<file path="src/rtl/spirose_pkg.sv">
// Shared constants and types for the slice ping-pong RAM FIFO path.
package spirose_pkg;

  localparam int SLICE_WORDS = 256;
  localparam int N_SLICES    = 128;
  localparam int PIX_W       = 24;

  typedef logic [PIX_W-1:0] pixel_t;

  typedef enum logic {FILL, COMMIT} slice_wr_state_t;

endpackage

</file>
<file path="src/rtl/slice_writer.sv">
// Packs a valid/ready pixel stream into SLICE_WORDS-word slices and drives the slice FIFO write port.
// Writes appear one cycle after acceptance; the stream stalls one cycle per slice and while the FIFO is full.
module slice_writer #(
  parameter int SLICE_WORDS = spirose_pkg::SLICE_WORDS,
  parameter int N_SLICES    = spirose_pkg::N_SLICES,
  parameter int DATA_W      = spirose_pkg::PIX_W
) (
  input  logic              clk,
  input  logic              rst,
  input  logic              pix_valid,
  input  logic [DATA_W-1:0] pix_data,
  input  logic              pix_sof,
  output logic              pix_ready,
  input  logic              fifo_full,
  output logic [7:0]        waddr,
  output logic [DATA_W-1:0] wdata,
  output logic              wenable,
  output logic [7:0]        wslice_number,
  output logic              EOS,
  output logic              sync_err,
  output logic              frame_done
);

  import spirose_pkg::*;

  localparam logic [7:0] LAST_ADDR  = 8'(SLICE_WORDS - 1);
  localparam logic [7:0] LAST_SLICE = 8'(N_SLICES - 1);

  slice_wr_state_t   state_q, state_d;
  logic [7:0]        addr_cnt_q, addr_cnt_d;
  logic [7:0]        slice_cnt_q, slice_cnt_d;
  logic [7:0]        waddr_q, waddr_d;
  logic [DATA_W-1:0] wdata_q, wdata_d;
  logic              wenable_q, wenable_d;
  logic              sync_err_q, sync_err_d;
  logic [7:0]        eff_addr;
  logic              eos_c;
  logic              frame_done_c;
  logic              ready_c;

  always_comb begin
    state_d      = state_q;
    addr_cnt_d   = addr_cnt_q;
    slice_cnt_d  = slice_cnt_q;
    waddr_d      = waddr_q;
    wdata_d      = wdata_q;
    wenable_d    = 1'b0;
    sync_err_d   = 1'b0;
    eff_addr     = addr_cnt_q;
    eos_c        = 1'b0;
    frame_done_c = 1'b0;
    ready_c      = 1'b0;

    case (state_q)
      FILL: begin
        ready_c = 1'b1;
        if (pix_valid) begin
          // SOF snaps both counters to the frame origin before the normal increment.
          if (pix_sof) begin
            eff_addr    = 8'd0;
            slice_cnt_d = 8'd0;
            sync_err_d  = (addr_cnt_q != 8'd0) || (slice_cnt_q != 8'd0);
          end
          waddr_d   = eff_addr;
          wdata_d   = pix_data;
          wenable_d = 1'b1;
          if (eff_addr == LAST_ADDR) begin
            addr_cnt_d = 8'd0;
            state_d    = COMMIT;
          end else begin
            addr_cnt_d = eff_addr + 8'd1;
          end
        end
      end
      COMMIT: begin
        eos_c = ~fifo_full;
        if (!fifo_full) begin
          frame_done_c = (slice_cnt_q == LAST_SLICE);
          slice_cnt_d  = frame_done_c ? 8'd0 : slice_cnt_q + 8'd1;
          state_d      = FILL;
        end
      end
      default: state_d = FILL;
    endcase
  end

  always_ff @(posedge clk) begin
    if (rst) begin
      state_q     <= FILL;
      addr_cnt_q  <= 8'd0;
      slice_cnt_q <= 8'd0;
      waddr_q     <= 8'd0;
      wdata_q     <= '0;
      wenable_q   <= 1'b0;
      sync_err_q  <= 1'b0;
    end else begin
      state_q     <= state_d;
      addr_cnt_q  <= addr_cnt_d;
      slice_cnt_q <= slice_cnt_d;
      waddr_q     <= waddr_d;
      wdata_q     <= wdata_d;
      wenable_q   <= wenable_d;
      sync_err_q  <= sync_err_d;
    end
  end

  assign pix_ready     = ready_c;
  assign waddr         = waddr_q;
  assign wdata         = wdata_q;
  assign wenable       = wenable_q;
  assign wslice_number = slice_cnt_q;
  assign EOS           = eos_c;
  assign sync_err      = sync_err_q;
  assign frame_done    = frame_done_c;

endmodule

</file>
<file path="config.mk">
export PLATFORM = sky130hd
export DESIGN_NAME = slice_writer
export DESIGN_NICKNAME = d
export VERILOG_FILES = /design/src/rtl/spirose_pkg.sv /design/src/rtl/slice_writer.sv
export SDC_FILE = /design/constraint.sdc
export NUM_CORES = 1
export LEC_CHECK = 0
export ABC_AREA = 1
export CORE_MARGIN = 2
export CORE_UTILIZATION = 41
export DETAILED_ROUTE_END_ITERATION = 6
export PLACE_DENSITY = 0.74
export SETUP_SLACK_MARGIN = 0.05
export SLEW_MARGIN = 10
export SYNTH_ARGS = -nofsm -noshare
export SYNTH_HDL_FRONTEND = slang
export SYNTH_SLANG_ARGS = --single-unit
</file>
<file path="constraint.sdc">
create_clock -name clk -period 1.2 [get_ports clk]
set_input_delay 0.12 -clock clk [delete_from_list [all_inputs] [get_ports clk]]
set_output_delay 0.12 -clock clk [all_outputs]
set_load 0.005 [all_outputs]
</file>
==> flow_metrics.env <==
export IMPL_status="finished with violations"
export IMPL_violations="negative setup slack"
export IMPL_first_pass_iters=4
export IMPL_cts_tree="built"
export IMPL_die_y_um=77.1
export IMPL_postRouteAntennaNets=0
export IMPL_max_freq_mhz=668
export IMPL_rr_endpoint="wslice_number[3]"
export IMPL_final_util=0.814
export IMPL_dr_total_vias=2577
export IMPL_worst_slack_ns=-0.296
export IMPL_path_max_fanout=4
export IMPL_fin_area_mm2=0.00418
export IMPL_ff2ff_path_depth=10
export IMPL_ys_seq_area_frac=0.467
export IMPL_worst_endpoint_arrival_ns=1.70
export IMPL_synth_area_mm2=0.00219
export IMPL_period_minus_slack_ns=1.50
export IMPL_finClkSkew_ns=0.00615
export IMPL_vdd_drop_max_mv=0.738
export IMPL_leakagePower_nw=1.79
export IMPL_io_buffers=73
export IMPL_gp_congestion=0.809
export IMPL_io_pins=74
export IMPL_wl_per_cell_um=16.2
export IMPL_crit_required_ns=1.40
export IMPL_finalMaxSlewViolations=0
export IMPL_fin_hold_ws_ns=0.396
export IMPL_grt_pass1_vias=2401
export IMPL_numCtsBuffers=5
export IMPL_grt_first_pass_wirelength_um=11700
export IMPL_final_nets=456
export IMPL_setup_viol=34
export IMPL_routed_wl_um=8030
export IMPL_r2r_setup_slack_ns=-0.30
export IMPL_cts_buffer_depth=2
export IMPL_cp_startpoint="wslice_number[1]"
export IMPL_place_area_mm2=0.00332
export IMPL_syn_inst=291
export IMPL_stdcell_count=495
export IMPL_fp_dieW_um=77.1
export IMPL_grt_overflow=0
export IMPL_yosysWarningCount=0
export IMPL_area_growth_pct=91.1
export IMPL_path_clk_slew_ns=0.10
export IMPL_start_kind="flip-flop"
export IMPL_cap_violations=0
export IMPL_hold_end="wdata[2]"
export IMPL_core_mm2=0.00514
export IMPL_critical_path_class="flip-flop to flip-flop"
export IMPL_n_fill_cell=310
export IMPL_report_final_hold_viol_count=0
export IMPL_grt_max_degree=26
export IMPL_worstHoldStart="pix_data[2]"
export IMPL_hold_path_class="input pin to flip-flop"
export IMPL_dp_hpwl_um=4240
export IMPL_num_rows=26
export IMPL_start_util=0.426
export IMPL_min_period_over_period=1.25
export IMPL_cp_end_kind="flip-flop"
export IMPL_viasPerCell=5.21
export IMPL_rsz0062_at_grt="true"
export IMPL_die_area_mm2=0.00594
export IMPL_initialDrtViolationCount=154
export IMPL_relSlewSlack=0.783
export IMPL_holdPathStages=3
export IMPL_worstReg2RegStart="wslice_number[1]"
export IMPL_synth_nets=323
export IMPL_n_antenna_cell=0
export IMPL_grt_usage=0.247
export IMPL_worstSkewPairLatency_ns=0.31
export IMPL_place_inst=463
export IMPL_htreeDepth=2
export IMPL_cts_sinks=51
export IMPL_antenna_found_initial=0
export IMPL_tightest_slew_ns=0.325
export IMPL_syn_area_per_cell_um2=7.52
export IMPL_synth_cell_type_count=30
export IMPL_clock_root_buffer="clkbuf_8"
export IMPL_drive_above_1_share=0.489
export IMPL_ys_ff_latch=51
export IMPL_p_per_area_mw_per_mm2=850
export IMPL_drcViolationCount=0
[worst max path at each step]
stage | to | slack (ns)
2_1_floorplan | addr_cnt_q[5] | -0.04
3_3_place_gp | frame_done | -0.45
3_5_place_dp | frame_done | -0.44
4_1_cts | frame_done | -0.28
5_1_grt | frame_done | -0.34
6_report | wslice_number[3] | -0.30
[what timing repair did]
item | in CTS | in global routing
pin swaps | 35 | 50
gates resized for setup | 177 | 80
hold buffers | 0 | 0
setup endpoints to repair | 95 | 59
setup buffers | 19 | 11
hold endpoints to repair | 0 | 0
gates cloned | 3 | 1
[worst max-delay path, cell delays in order, from the launching register on]
cell and delay, ns:
dfxtp_4 0.37, ha_4 0.15, nand2_4 0.06, nor2_4 0.14, nand2_2 0.09, buf_4 0.14, buf_6 0.12, nor2_4 0.11
nor2_4 0.07, nand3b_1 0.08, a21oi_1 0.06
[registers in the layout (all words and copies together), names as in the netlist]
name,count
wdata,24
addr_cnt_q,8
waddr,8
wslice_number,8
state_q,1
sync_err,1
wenable,1
[cells by family after synthesis]
family,count (synthesis),synth area share
and+or+nand+nor,140,0.297
DFF,51,0.467
adders and majority gates,3,0.0172
buffers and inverters,34,0.0663
AOI/OAI and AO/OA,63,0.153
[metrics by stage]
| stage | TNS, ns | setup WS [ns] | power [mW] |
|---|---|---|---|
| floorplan | -0.0541 | -0.0360 | 2.03 |
| global route | -4.75 | -0.337 | 3.68 |
| global placement | -7.62 | -0.449 | 2.35 |
| CTS | -2.29 | -0.282 | 3.45 |
| finish | -2.65 | -0.296 | 3.55 |
| detailed placement | -8.08 | -0.441 | 2.36 |
[metal layers]
layer / track usage / wire length (um)
met5: 0 / 0
met4: 0.0750 / 226
met3: 0.0435 / 341
met2: 0.451 / 4340
met1: 0.295 / 3120
[layout make-up]
class / count / area (um^2) / area share
multi-input combinational: 206 / 1520 / 0.363
tap: 70 / 87.6 / 0.0209
sequential: 51 / 1060 / 0.254
inverter: 20 / 90.1 / 0.0215
timing repair buffer: 140 / 1330 / 0.319
clock buffer: 6 / 72.6 / 0.0174
clock inverter: 2 / 17.5 / 0.00419
[power breakdown]
group          total, mW  leakage (nW)  internal, mW  switching, mW
Sequential          1.84         0.431          1.77         0.0679
Clock               1.02        0.0454         0.420          0.596
Combinational      0.695          1.31         0.376          0.319
[layout by cell type, fill, tap and decap left out, types with 5 or more instances in the layout]
cell type,n
a21oi_1,10
nand3_1,5
buf_4,46
nand3_2,7
inv_2,5
o21ai_2,6
nor2_2,6
o21ai_0,16
nand2_4,8
dfxtp_1,23
buf_12,6
nor2_1,31
clkbuf_8,5
nand2_2,7
clkdlybuf4s50_1,27
dlygate4sd2_1,36
buf_6,14
nor2_4,32
nand2_1,30
a21oi_2,13
dfxtp_2,26
clkdlybuf4s15_1,6
inv_1,11
o21ai_1,14
[synth_stat cells]
library cell  count  area (um^2)
a22oi_1           1         7.51
nand2_2           2         12.5
o31ai_2           1         12.5
clkbuf_1          5         18.8
clkbuf_2          1         5.00
buf_4             2         15.0
o21ai_0          37          185
nand4_1           1         6.26
nand3_2           1         10.0
buf_2             5         25.0
inv_1            16         60.1
nand2_4           2         22.5
buf_1             1         3.75
nor4_1            2         12.5
nor3_1            3         15.0
inv_2             3         11.3
nand2_1          42          158
a21oi_2           2         17.5
nor3_2            1         10.0
nand3_1          12         60.1
nand3b_1          3         22.5
inv_4             1         6.26
a21oi_1          21          105
nand3_4           2         35.0
a31oi_1           1         6.26
ha_1              3         37.5
dfxtp_1          51         1020
nor2_4            3         33.8
nor2_1           64          240
nor2_2            2         12.5
Power figures use the tool's default switching activity.
